<file path="config.mk">
export PLATFORM = sky130hd
export DESIGN_NAME = cgra_context_sequencer
export DESIGN_NICKNAME = d
export VERILOG_FILES = /design/src/rtl/cgra_context_sequencer.sv
export SDC_FILE = /design/constraint.sdc
export NUM_CORES = 1
export LEC_CHECK = 0
export CAP_MARGIN = 30
export CORE_MARGIN = 2
export CORE_UTILIZATION = 41
export DETAILED_ROUTE_END_ITERATION = 8
export GPL_TIMING_DRIVEN = 0
export PLACE_DENSITY = 0.82
export RECOVER_POWER = 100
export SLEW_MARGIN = 15
export SYNTH_ARGS = -nofsm -noshare
export SYNTH_HDL_FRONTEND = slang
export SYNTH_SLANG_ARGS = --single-unit
</file>
<file path="constraint.sdc">
create_clock -name CLK -period 8.05 [get_ports CLK]
set_clock_uncertainty 0.05 [all_clocks]
set_input_delay 2.0125 -clock CLK [delete_from_list [all_inputs] [get_ports CLK]]
set_output_delay 2.0125 -clock CLK [all_outputs]
set_load 0.02 [all_outputs]
</file>
<file path="src/rtl/cgra_context_sequencer.sv">
// Context loader and run sequencer for a CGRA: streams context words into per-PE caches, then steps
// a context pointer over run_len contexts for run_iter iterations. Define CGRA_CTX_ERR_EN for the sticky error flag.
module cgra_context_sequencer #(
  parameter int WIDTH     = 120,
  parameter int NUM_PE    = 16,
  parameter int CTX_DEPTH = 16,
  parameter int DRAIN_CYC = 2
) (
  input  logic              CLK,
  input  logic              RST_N,
  input  logic              cfg_valid,
  output logic              cfg_ready,
  input  logic [WIDTH:0]    cfg_data,
  input  logic [3:0]        cfg_pe,
  input  logic              cfg_last,
  input  logic              run_req,
  input  logic [15:0]       run_len,
  input  logic [15:0]       run_iter,
  input  logic              abort,
  output logic [WIDTH:0]    pe_data,
  output logic [NUM_PE-1:0] pe_wr,
  output logic              start,
  output logic [15:0]       cp,
  output logic              ld_write,
  output logic              busy,
  output logic              done,
  output logic              err
);

  localparam int CAP   = NUM_PE * CTX_DEPTH;
  localparam int CNT_W = $clog2(CAP + 1);
  localparam int DR_W  = (DRAIN_CYC > 1) ? $clog2(DRAIN_CYC) : 1;
  localparam logic [DR_W-1:0]  DRAIN_LAST = DR_W'((DRAIN_CYC > 0) ? DRAIN_CYC - 1 : 0);
  localparam logic [CNT_W-1:0] CNT_FULL   = CNT_W'(CAP);
  localparam logic [NUM_PE-1:0] WR_ONE    = NUM_PE'(1);

  typedef enum logic [2:0] {
    IDLE  = 3'd0,
    LOAD  = 3'd1,
    ARM   = 3'd2,
    RUN   = 3'd3,
    DRAIN = 3'd4
  } state_t;

  state_t             state_q, state_d;
  logic [15:0]        cp_q, cp_d;
  logic [15:0]        len_q, len_d;
  logic [15:0]        iter_q, iter_d;
  logic [DR_W-1:0]    drain_q, drain_d;
  logic [CNT_W-1:0]   cnt_q, cnt_d;
  logic [WIDTH:0]     pe_data_q, pe_data_d;
  logic [NUM_PE-1:0]  pe_wr_q, pe_wr_d;
  logic               start_q, start_d;
  logic               done_q, done_d;
  logic               xfer, drop;
  logic [15:0]        len_eff, iter_eff;
`ifdef CGRA_CTX_ERR_EN
  logic               err_q, err_d;
`endif

  // cfg_ready is gated by reset so every output reads 0 while RST_N is held low.
  assign cfg_ready = RST_N && ((state_q == IDLE) || (state_q == LOAD));
  assign xfer      = cfg_valid && cfg_ready;
  assign drop      = (int'(cfg_pe) >= NUM_PE) || (cnt_q == CNT_FULL);
  assign len_eff   = (run_len == 16'd0) ? 16'd1 : run_len;
  assign iter_eff  = (run_iter == 16'd0) ? 16'd1 : run_iter;

  always_comb begin
    state_d   = state_q;
    cp_d      = cp_q;
    len_d     = len_q;
    iter_d    = iter_q;
    drain_d   = drain_q;
    cnt_d     = cnt_q;
    pe_data_d = pe_data_q;
    pe_wr_d   = '0;
    start_d   = 1'b0;
    done_d    = 1'b0;
`ifdef CGRA_CTX_ERR_EN
    err_d     = err_q;
`endif

    // Transferred beats always advance the FSM; a dropped beat just produces no write strobe.
    if (xfer) begin
      if (!drop) begin
        cnt_d     = cnt_q + 1'b1;
        pe_wr_d   = WR_ONE << cfg_pe;
        pe_data_d = cfg_data;
      end else begin
`ifdef CGRA_CTX_ERR_EN
        err_d = 1'b1;
`endif
      end
      state_d = cfg_last ? ARM : LOAD;
    end

    case (state_q)
      ARM: begin
        if (run_req) begin
`ifdef CGRA_CTX_ERR_EN
          if (run_len == 16'd0) begin
            err_d = 1'b1;
          end else begin
            len_d   = run_len;
            iter_d  = iter_eff;
            start_d = 1'b1;
            cp_d    = 16'd0;
            state_d = RUN;
          end
`else
          len_d   = len_eff;
          iter_d  = iter_eff;
          start_d = 1'b1;
          cp_d    = 16'd0;
          state_d = RUN;
`endif
        end
      end
      RUN: begin
        if (cp_q == len_q - 16'd1) begin
          cp_d = 16'd0;
          if (iter_q > 16'd1) begin
            iter_d = iter_q - 16'd1;
          end else if (DRAIN_CYC == 0) begin
            state_d = IDLE;
            done_d  = 1'b1;
            cnt_d   = '0;
          end else begin
            drain_d = '0;
            state_d = DRAIN;
          end
        end else begin
          cp_d = cp_q + 16'd1;
        end
      end
      DRAIN: begin
        if (drain_q == DRAIN_LAST) begin
          state_d = IDLE;
          done_d  = 1'b1;
          cnt_d   = '0;
        end else begin
          drain_d = drain_q + 1'b1;
        end
      end
      default: ;
    endcase

    // Abort overrides everything above, including a beat or run request in the same cycle.
    if (abort) begin
      state_d = IDLE;
      cp_d    = 16'd0;
      pe_wr_d = '0;
      start_d = 1'b0;
      done_d  = 1'b0;
      cnt_d   = '0;
`ifdef CGRA_CTX_ERR_EN
      err_d   = 1'b0;
`endif
    end
  end

  always_ff @(posedge CLK or negedge RST_N) begin
    if (!RST_N) begin
      state_q   <= IDLE;
      cp_q      <= 16'd0;
      drain_q   <= '0;
      cnt_q     <= '0;
      pe_data_q <= '0;
      pe_wr_q   <= '0;
      start_q   <= 1'b0;
      done_q    <= 1'b0;
    end else begin
      state_q   <= state_d;
      cp_q      <= cp_d;
      drain_q   <= drain_d;
      cnt_q     <= cnt_d;
      pe_data_q <= pe_data_d;
      pe_wr_q   <= pe_wr_d;
      start_q   <= start_d;
      done_q    <= done_d;
    end
  end

  // Run length and iteration count are only read in RUN after ARM has loaded them.
  always_ff @(posedge CLK) begin
    len_q  <= len_d;
    iter_q <= iter_d;
  end

`ifdef CGRA_CTX_ERR_EN
  always_ff @(posedge CLK or negedge RST_N) begin
    if (!RST_N) err_q <= 1'b0;
    else        err_q <= err_d;
  end
  assign err = err_q;
`else
  assign err = 1'b0;
`endif

  assign pe_data  = pe_data_q;
  assign pe_wr    = pe_wr_q;
  assign start    = start_q;
  assign cp       = cp_q;
  assign done     = done_q;
  assign busy     = (state_q != IDLE);
  assign ld_write = (state_q == RUN) && (cp_q == len_q - 16'd1);

endmodule
</file>
==> results.md <==
- WHS Path Cells: 1
- Vias/cell: roughly 5.2
- Multiplexer share of the synthesized area: between 10% and 20%
- First-pass iteration count of the detailed router: 6
- Ranking of synthesized cells by area: dfrtp_1, mux2_2, edfxtp_1, xnor2_1, nand2_1
- Startpoint Class: flip-flop
- Overflow after GRT: 0
- FF-to-FF End: iter_q[4]
- Seq cells post-synth: 200
- Cell area power density: approximately 220 nW/um^2
- Post-route cell area: approximately 13000 um^2
- Kind of critical path: reg2out
- Hold Startpoint: cnt_q[8]
- Post-CTS Setup Bufs: 0
- Area growth syn-to-layout: 47.2%
- Area of the die: approximately 23000 um^2
- CTS buffer count: 17
- R2r worst-path depth: 9
- Status: finished, violations left
- Syn. warnings: 0
- Final worst setup slack: between 1 and 1.5 ns
- Mean Syn Cell Area: 12.4 um^2
- Final ANT Viol Nets: 0
- 1st-iter DRT viols: 237
- CP Launch Point: len_q[0]
- Hold Path Sink: cnt_q[8]
- Worst EP arrival: 4.54 ns
- Number of global-route vias before repair: 7181
- Root buffer cell: clkbuf_16
- Overall Global Routing Usage: between 20 and 25%
- Layout cell share with drive strength beyond 1: ~15%
- DP HPWL: a little under 20000 um
- Top-count cell post-synth: dfrtp_1
- Failing checks: capacitance limit, slew limit
- Vias: 6964
- DR WL/cell: 19.3 um
- Unrepaired setup endpoints after global routing: false
- Commonest register cell after synthesis: dfrtp_1
- Post-Synth Adder-Cell Area: less than 1%
- CTS tree: built
- Initial core utilization: 41.8%
- Worst path required time: approximately 6.0 ns
- Reg clk slew, reported paths: ~0.07 ns
- CTS Hold Bufs: 0
- Max VDD drop: between 0.15 and 0.2 mV
- Die height: between 150 and 200 um
- Placer congestion estimate: around 0.84
- Final slew viol count: 9
- Top post-synthesis cells by count: dfrtp_1, mux2_2, nand2_1, clkbuf_1, nor2_1
- Tightest Pin Transition: 1.70 ns
- Yosys top cell by area: dfrtp_1
- Port Buffers: 320
- Synth Area in Compound Gates: under 10%
- Area after DPL: between 10000 and 15000 um^2
- Number of synthesized flops with an enable pin: 32
- Xor/xnor cell area share of the yosys netlist: under 10%
- P_leak: between 5 and 6 nW
- Slew margin rel.: -14.6%
- Area of the mapped netlist: 8820 um^2
- Clock Latency Late Sink: around 0.43 ns
- H-tree Lvls: 4
- # rows: between 50 and 60
- Io pins: around 320
- Min cycle time layout: between 6 and 7 ns
- Post-CTS Resized: 0
- Final Hold Fails: 0
- Overall power: ~0.0028 W
- Final setup viols: 0
- Syn_nets: around 880
- Yosys cell types: ~60
- Fin crit share: 82.0%
- Die width: roughly 150 um
- Post-Syn Instances: ~700
- R2R Setup Slk: around 3 ns
- Critical path endpoint category: output pin
- Largest net degree at the start of global routing: 92
- Register area share after synthesis: slightly below 60%
- Core Region: ~21000 um^2
- DRC: 0
- Pre-CTS setup slack: between 2 and 2.5 ns
- Clock Path Buffers: 2
- Combinational family with the most area after synthesis: multiplexers
- Post-synthesis simple-gate area fraction: between 10% and 20%
- First-pass GRT wire length: between 30000 and 40000 um
- Initial antenna violation count: 0
- Ys async rst share: a little over four fifths
- Sink Count: 200
- Nets: 1220
- Routed WL: roughly 26000 um
- Max Fclk: about 0.15 GHz
- Ant. Diodes: 0
- Worst-path maximum fanout: 10
- Max_cap viols: 2
- RR Startpoint: len_q[0]
- Share of the synthesized area in the top cell type: between 40% and 50%
- Hold Crit Class: reg2reg
## through the flow
stage	setup TNS, ns	utilization [%]	hold WS [ns]	instances
final	0	61.6	0.450	1339
after global routing	0	61.6	0.467	1339
after CTS	0	61.8	0.448	1338
after detailed placement	0	58.9	0.436	1306
after global placement	-815.74	58.7	0.429	1304
after floorplan	0	-	0.408	709
## logic make-up after synthesis
group	after synthesis
xor gates and xnor gates	41
DFF	200
adders and majority gates	6
muxes	122
AOI/OAI and AO/OA	68
other	1
buffers and inverters	58
and+or+nand+nor	213
## report_power, final
group | internal [W] | switching (W) | total [W]
Combinational | 0.000355 | 0.000360 | 0.000715
Sequential | 0.00116 | 0.0000664 | 0.00123
Clock | 0.000423 | 0.000448 | 0.000871
## worst max-delay path by stage
stage,end,slack (ns)
after floorplan,iter_q[0],3.00
after global placement,cfg_ready,-3.38
after detailed placement,cfg_ready,2.46
after CTS,ld_write,2.06
after global routing,ld_write,1.12
final,ld_write,1.45
## sequential cells by signal, indices dropped and copies added (netlist names)
signal   cells
start        1
drain_q      1
state_q      3
done         1
pe_wr       16
iter_q      16
pe_data    121
cp          16
len_q       16
cnt_q        9
## cells in the final DEF (no fill, tap or decap), drive strengths merged, types with 7 or more instances in the layout
cell and n:
edfxtp 32, inv 18, xnor2 27, or3 7
nor2 36, clkdlybuf4s50 130, nor4b 19, dlygate4sd3 189
mux2 121, nand3 11, o21ai 32, xor2 14
nor4 19, clkbuf 64, clkinv 8, nor3 17
and3 8, dfrtp 168, nand2 62
## area by class of cell
type	count	area, um^2
plain buffers	47	188
fillers	1675	8100
inverters	11	41.3
flip-flops and latches	200	5160
clock buffers	17	425
repair buffers	323	3240
clock inverters	15	178
multi-input cells	451	3410
well taps	275	344
## per-layer routing
layer / share of wire (%) / track usage [%]
met3: 8.0 / 6.97
met5: 0 / 0
met1: 38 / 27.2
met4: 2.8 / 8.22
met2: 52 / 39.5
## critical path, cell delays in order (launching register included)
cell and delay [ns]:
edfxtp_1 0.48, inv_1 0.10, ha_1 0.19, nor3b_1 0.89, a31oi_1 0.19, a2111o_1 0.48
a2111oi_4 0.30, nand4_1 0.36, clkbuf_1 0.34, nor2_1 0.16, clkdlybuf4s50_1 0.61
Power figures use the tool's default switching activity.
